`src/rtl/mem_arbiter.sv`:
```
// mem_arbiter: shares one memory port between an instruction-fetch requester
// and a data requester. Data normally wins contention, but after MAXD
// consecutive data grants while a fetch is pending, the fetch is forced through.
//
// Ports
//   clk, reset                 single clock, asynchronous active-high reset
//   ireq/iaddr                 fetch request (held until iready)
//   iready/irdata              one-cycle fetch completion pulse + instruction
//   dreq/dwe/daddr/dwdata      data request (held until dready)
//   dready/drdata              one-cycle data completion pulse + load data
//   stallF/stallM              pipeline stalls for each requester
//   mem_req/mem_we/mem_addr/mem_wdata   shared memory request (held stable)
//   mem_ack/mem_rdata          memory completion + read data
module mem_arbiter #(
  parameter int MAXD = 4
) (
  input  logic        clk,
  input  logic        reset,
  input  logic        ireq,
  input  logic [31:0] iaddr,
  output logic        iready,
  output logic [31:0] irdata,
  input  logic        dreq,
  input  logic        dwe,
  input  logic [31:0] daddr,
  input  logic [31:0] dwdata,
  output logic        dready,
  output logic [31:0] drdata,
  output logic        stallF,
  output logic        stallM,
  output logic        mem_req,
  output logic        mem_we,
  output logic [31:0] mem_addr,
  output logic [31:0] mem_wdata,
  input  logic        mem_ack,
  input  logic [31:0] mem_rdata
);

  typedef enum logic [1:0] {IDLE, IACC, DACC} state_t;

  localparam logic [2:0] MAXD3 = 3'(MAXD);

  state_t      state_q, state_d;
  logic [2:0]  streak_q, streak_d;
  logic [31:0] addr_q, addr_d;
  logic        we_q, we_d;
  logic [31:0] wdata_q, wdata_d;
  logic [31:0] irdata_q, irdata_d;
  logic [31:0] drdata_q, drdata_d;
  logic        iready_q, iready_d;
  logic        dready_q, dready_d;

  // A request being acknowledged this cycle must not be granted again.
  logic ielig, delig, d_win;
  assign ielig = ireq & ~iready_q;
  assign delig = dreq & ~dready_q;
  assign d_win = delig & (~ielig | (streak_q < MAXD3));

  // Byte offsets are dropped; memory is word addressed.
  logic unused_lsbs;
  assign unused_lsbs = ^{iaddr[1:0], daddr[1:0]};

  always_comb begin
    state_d  = state_q;
    streak_d = streak_q;
    addr_d   = addr_q;
    we_d     = we_q;
    wdata_d  = wdata_q;
    irdata_d = irdata_q;
    drdata_d = drdata_q;
    iready_d = 1'b0;
    dready_d = 1'b0;
    case (state_q)
      IDLE: begin
        if (d_win) begin
          state_d = DACC;
          addr_d  = {daddr[31:2], 2'b00};
          we_d    = dwe;
          wdata_d = dwdata;
          // Streak only counts data grants that starve a waiting fetch.
          if (ireq) streak_d = (streak_q >= MAXD3) ? MAXD3 : streak_q + 3'd1;
          else      streak_d = 3'd0;
        end else if (ielig) begin
          state_d  = IACC;
          addr_d   = {iaddr[31:2], 2'b00};
          we_d     = 1'b0;
          wdata_d  = dwdata;
          streak_d = 3'd0;
        end
      end
      IACC: begin
        if (mem_ack) begin
          state_d  = IDLE;
          irdata_d = mem_rdata;
          iready_d = 1'b1;
        end
      end
      DACC: begin
        if (mem_ack) begin
          state_d  = IDLE;
          drdata_d = mem_rdata;
          dready_d = 1'b1;
        end
      end
      default: state_d = IDLE;
    endcase
  end

  always_ff @(posedge clk or posedge reset) begin
    if (reset) begin
      state_q  <= IDLE;
      streak_q <= 3'd0;
      addr_q   <= 32'h0;
      we_q     <= 1'b0;
      wdata_q  <= 32'h0;
      irdata_q <= 32'h0;
      drdata_q <= 32'h0;
      iready_q <= 1'b0;
      dready_q <= 1'b0;
    end else begin
      state_q  <= state_d;
      streak_q <= streak_d;
      addr_q   <= addr_d;
      we_q     <= we_d;
      wdata_q  <= wdata_d;
      irdata_q <= irdata_d;
      drdata_q <= drdata_d;
      iready_q <= iready_d;
      dready_q <= dready_d;
    end
  end

  assign mem_req   = (state_q != IDLE);
  assign mem_we    = we_q;
  assign mem_addr  = addr_q;
  assign mem_wdata = wdata_q;
  assign iready    = iready_q;
  assign dready    = dready_q;
  assign irdata    = irdata_q;
  assign drdata    = drdata_q;
  assign stallF    = ireq & ~iready_q;
  assign stallM    = dreq & ~dready_q;

endmodule

```
`config.mk`:
```
export PLATFORM = sky130hd
export DESIGN_NAME = mem_arbiter
export DESIGN_NICKNAME = d
export VERILOG_FILES = /design/src/rtl/mem_arbiter.sv
export SDC_FILE = /design/constraint.sdc
export NUM_CORES = 1
export LEC_CHECK = 0
export BUFFER_PORTS_ARGS = -buffer_cell sky130_fd_sc_hd__buf_2
export CORE_MARGIN = 2
export CORE_UTILIZATION = 30
export CTS_CLUSTER_DIAMETER = 30
export DETAILED_ROUTE_END_ITERATION = 6
export GPL_TIMING_DRIVEN = 0
export HOLD_SLACK_MARGIN = 0.1
export PLACE_DENSITY_LB_ADDON = 0.05
export SLEW_MARGIN = 5
export SYNTH_ARGS = -nofsm -noshare
export SYNTH_HDL_FRONTEND = slang
export SYNTH_SLANG_ARGS = --single-unit
```
`constraint.sdc`:
```
create_clock -name clk -period 4.3 [get_ports clk]
set_input_delay 0.215 -clock clk [delete_from_list [all_inputs] [get_ports clk]]
set_output_delay 0.215 -clock clk [all_outputs]
set_load 0.005 [all_outputs]
```
# Word-level counts from Yosys, hierarchy flattened
# Cells that the tools add are included.
# op_classes
add_sub_neg,1
magnitude_cmp,2
reduce_logical,8
n_mux,17
bitwise_logic,7
eq_ne,4
# op_table
op,count
32-bit two-way mux,4
3-bit two-way mux,4
2-bit AND reduction,4
2-bit two-way mux,3
1-bit two-way mux,5
2-bit one-hot mux with 2 select lines,1
2-bit nonzero test,2
"3-bit by 1-bit adder with 3-bit output, second input constant",1
1-bit bitwise AND,3
"3-bit >= comparator, second input constant",1
"3-bit < comparator, second input constant",1
"3-bit inequality test, second input constant",1
1-bit NOT,3
"2-bit by 1-bit equality test with 1-bit output, second input constant",1
"2-bit equality test, second input constant",1
2-bit zero test,1
"2-bit by 1-bit inequality test with 1-bit output, second input constant",1
2-bit OR reduction,1
1-bit bitwise OR,1
# word_totals
output_inout_bits,134
word_cells,48
input_bits,134
ff_bits,136

# Logic depth before layout (Yosys ltp)
# depth
ltp_word,7
depth_mapped,6

# Worst setup path after synthesis
# OpenSTA, ideal clock, no wires.
# synth_path
path_type,register to register
start,reg state_q[0]
end,"reg wdata_q[0], in the netlist mem_wdata[0]"
setup_ns,0.125
t_required_ns,4.175
path_stages_with_launch,7
slack_ns,2.652
arrival_ns,1.524
path_cell_list,dfrtp_1 > inv_1 > ha_1 > inv_1 > a21oi_4 > buf_4 > mux2_2
# synth_via
elab_chain_len,2
# synth_rtl
item,line_no,text
start: declaration,43,"state_t state_q, state_d;"
start signal: assignment,121,state_q <= state_d;
2-bit zero test,73,case (state_q)
2-bit AND reduction (no source line),n/a,
end signal: assignment,125,wdata_q <= wdata_d;
end: declaration,47,"logic [31:0] wdata_q, wdata_d;"
# No other way between the ends.
# A chain may end at the register's enable or synchronous reset.

# Worst setup path after layout
# layout_path
start,reg state_q[0]
end,out mem_req
# layout_via
elab_chain_len,1
# layout_rtl
item,line_no,text
2-bit nonzero test,133,assign mem_req = (state_q != IDLE);
end: declaration,31,"output logic mem_req,"
# No other way between the ends.

==> results.toml <==
[synthesis]
syn_avg_cell_area_um2 = 13.54
synth_seq_cells = 134
ys_warn_count = 0
synth_commonest_cells = "134 x dfrtp_1, 95 x mux2_2, 34 x o21ai_0"
synthArstFlopShare_pct = 100.0
synthTopCellsByArea = "dfrtp_1 58%, mux2_2 18%, and3b_1 4.7%"
synth_most_common_cell = "dfrtp_1"
synth_top_area_cell = "dfrtp_1"
syn_inst = 429
yosysSeqAreaShare_pct = 57.72
synth_cell_type_count = 26
ys.flop_type = "dfrtp_1"
synth_top_cell_area_share_pct = 57.72
synth_edf_count = 0
synth_area_um2 = 5809

[clock_tree]
post_cts.repair.setup_buffers = 0
h-tree-depth = 4
cts-root-buf = "clkbuf_16"
path_clk_slew_ns = 0.06
ctsResizeCount = 0
cts_tree = "built"
clk_latency_ns = 0.42
ctsHoldBuffers = 96
numCtsBuffers = 17
cts_buffer_depth = 2
cts_num_sinks = 134

[final_layout]
post-route-util_pct = 47.93
synthToLayoutAreaGrowth_pct = 55.37
antenna_cells = 0
num-nets-final = 946
fillers = 1727
drive_gt1_share_pct = 48.78

[setup_path]
critPathMaxFanout = 10
cp-end-kind = "output port"
path_buf_inv = 4
cp.required_ns = 4.09
critPathSlowestCell = "clkbuf_1"
cp_common_cell = "inv_1"
arrival_ns = 1.90
cpPeakStageDelay_ns = 0.39
ff2ff_setup_slack_ns = 2.35
r2r_end = "mem_wdata[11]$_DFFE_PP0P_"
r2r-start = "state_q[1]$_DFFE_PP0P_"
critPathLaunch = "state_q[0]$_DFFE_PP0P_"
crit_family = "buffers and inverters"
worst-setup-path-type = "flip-flop to output port"
crit_path_start_kind = "flip-flop"
path_cells = "inv_1 -> ha_1 -> inv_1 -> clkbuf_1 -> buf_2"
ff2ff_path_depth = 6

[sta]
setup_viol = 0
fin_crit_sh_pct = 49.26
slew_violations = 0
layout_min_cycle_time_ns = 2.118
skew_ns = 0.01019
rsz0062_at_grt = "false"
tightest_slew_ns = 0.6318
hold_violations = 0
max_slew_margin_pct = 57.88
fmax_mhz = 472.1

[power]
power.internal_uw = 4055
seq_power_share_pct = 37.5
comb_power_share_pct = 38.1
p_leak_uw = 0.004294
fin_total_pwr_uw = 5924
p_sw_uw = 1870
ir_worst_vdd_uv = 354.7
clockPowerShare_pct = 24.5
swShare_pct = 31.56
powerDensity_nw_per_um2 = 656.3

[min_path]
hp-start = "ireq"
worstHoldPathCells = 3
hold_class = "input port to flip-flop"
hold_end = "streak_q[1]$_DFFE_PP0P_"

[grt]
overflow = 0
grt_usage_pct = 17.15
antenna_found_initial = 0
grt_max_degree = 70
grt_pass1_wl_um = 27460
grt_pass1_vias = 5452

[flow_run]
cap_viol_max_count = 0

[floorplanning]
num_rows = 50
io_pins = 268
start_util_pct = 30.85
dieArea_um2 = 20490
core_um2 = 18830
die_h_um = 143.2
dieWidth_um = 143.2

[drt]
drt.antenna.violating_nets = 0
wirelength_um = 17260
first_pass_iters = 5
drt_first_iter_violations = 109
routedWlPerCell_um = 15.98
drc = 0
vias = 5064
vias_per_cell = 4.689

[placed_design]
place.gp.congestion = 0.7273
io_buffers = 261
post-dp-hpwl_um = 12090

[status]
status = "finished clean"
[flip-flops by register name, indices dropped and copies added, names as in the netlist]
name and count:
state_q 2, mem_wdata 32, iready 1, drdata 32, streak_q 3, mem_we 1
mem_addr 30, irdata 32, dready 1
[per-layer routing]
metal	GRT usage [%]	share of wire, %	vias to the layer above
li1	-	-	2360
met1	20.46	41	2506
met5	0	0	-
met2	29.21	50	181
met4	5.263	1.1	0
met3	5.801	7.4	17
[logic make-up after synthesis]
logic type	share of synthesized area, %
flip-flops	57.72
AO/OA/AOI/OAI	13.14
multiplexers	18.61
buffers and inverters	3.662
AND/OR/NAND/NOR	5.729
adder cells (fa/ha/maj)	1.077
other	0.06455
[how the worst max path moves through the flow]
stage / to / slack, ns / cells past startpoint
after floorplan: drdata[0]$_DFFE_PP0P_ / 0.50 / 1
after global placement: drdata[26]$_DFFE_PP0P_ / -1.16 / 2
after detailed placement: mem_wdata[11]$_DFFE_PP0P_ / 2.30 / 6
after CTS: mem_req / 2.14 / 5
after global routing: mem_req / 2.02 / 5
final: mem_req / 2.18 / 5
[cell type report]
type	instances	area [µm²]	share of cell area, %
Clock inverter	13	145.1	1.608
Multi-Input combinational cell	246	2247	24.90
Clock buffer	19	442.9	4.907
Sequential cell	134	3353	37.15
Timing Repair Buffer	358	2295	25.42
Buffer	40	175.2	1.941
Inverter	10	42.54	0.4713
Tap cell	260	325.3	3.604
[cell usage in the layout, fill, tap and decap left out, drive strengths merged, types with 2 or more instances in the layout]
cell type | Yosys | layout
mux2 | 96 | 96
ha | 5 | 5
o21ai | 34 | 34
buf | 16 | 278
dfrtp | 134 | 134
nand2 | 3 | 3
dlygate4sd3 | 0 | 96
o32ai | 2 | 2
conb | 1 | 2
inv | 10 | 13
clkinv | 0 | 5
a221oi | 30 | 30
nand2b | 2 | 2
clkbuf | 24 | 43
a22o | 2 | 2
nand3 | 2 | 2
and3b | 31 | 31
bufinv | 0 | 2
a2bb2oi | 30 | 30
clkinvlp | 0 | 3
[power by group through the flow]
stage                     Clock [µW]  Sequential (µW)  Combinational [µW]
after floorplan                    0             2270                1170
after global placement             0             2200                2190
after detailed placement           0             2230                2230
after CTS                       1490             2220                2300
after global routing            1560             2300                2490
final                           1450             2220                2250
[worst register-to-register path: cells and delay by family (launching register included)]
family	cells	cell delay, ns
muxes	1	0.35
DFF	1	0.39
buffers and inverters	3	0.52
adders and majority gates	1	0.25
AOI/OAI and AO/OA	1	0.33
[per-stage QoR]
step / setup TNS [ns] / instances / area, µm² / hold WS (ns) / worst slack [ns]
4_1_cts: 0 / 1080 / 9026 / 0.1117 / 2.142
5_1_grt: 0 / 1080 / 9026 / 0.1271 / 2.024
2_1_floorplan: 0 / 430 / 5813 / 0.3497 / 0.5022
3_3_place_gp: -154.03 / 951 / 7445 / 0.4352 / -1.158
6_report: 0 / 1080 / 9026 / 0.1353 / 2.182
3_5_place_dp: 0 / 952 / 7477 / 0.3499 / 2.297
(Power assumes the default switching activity.)
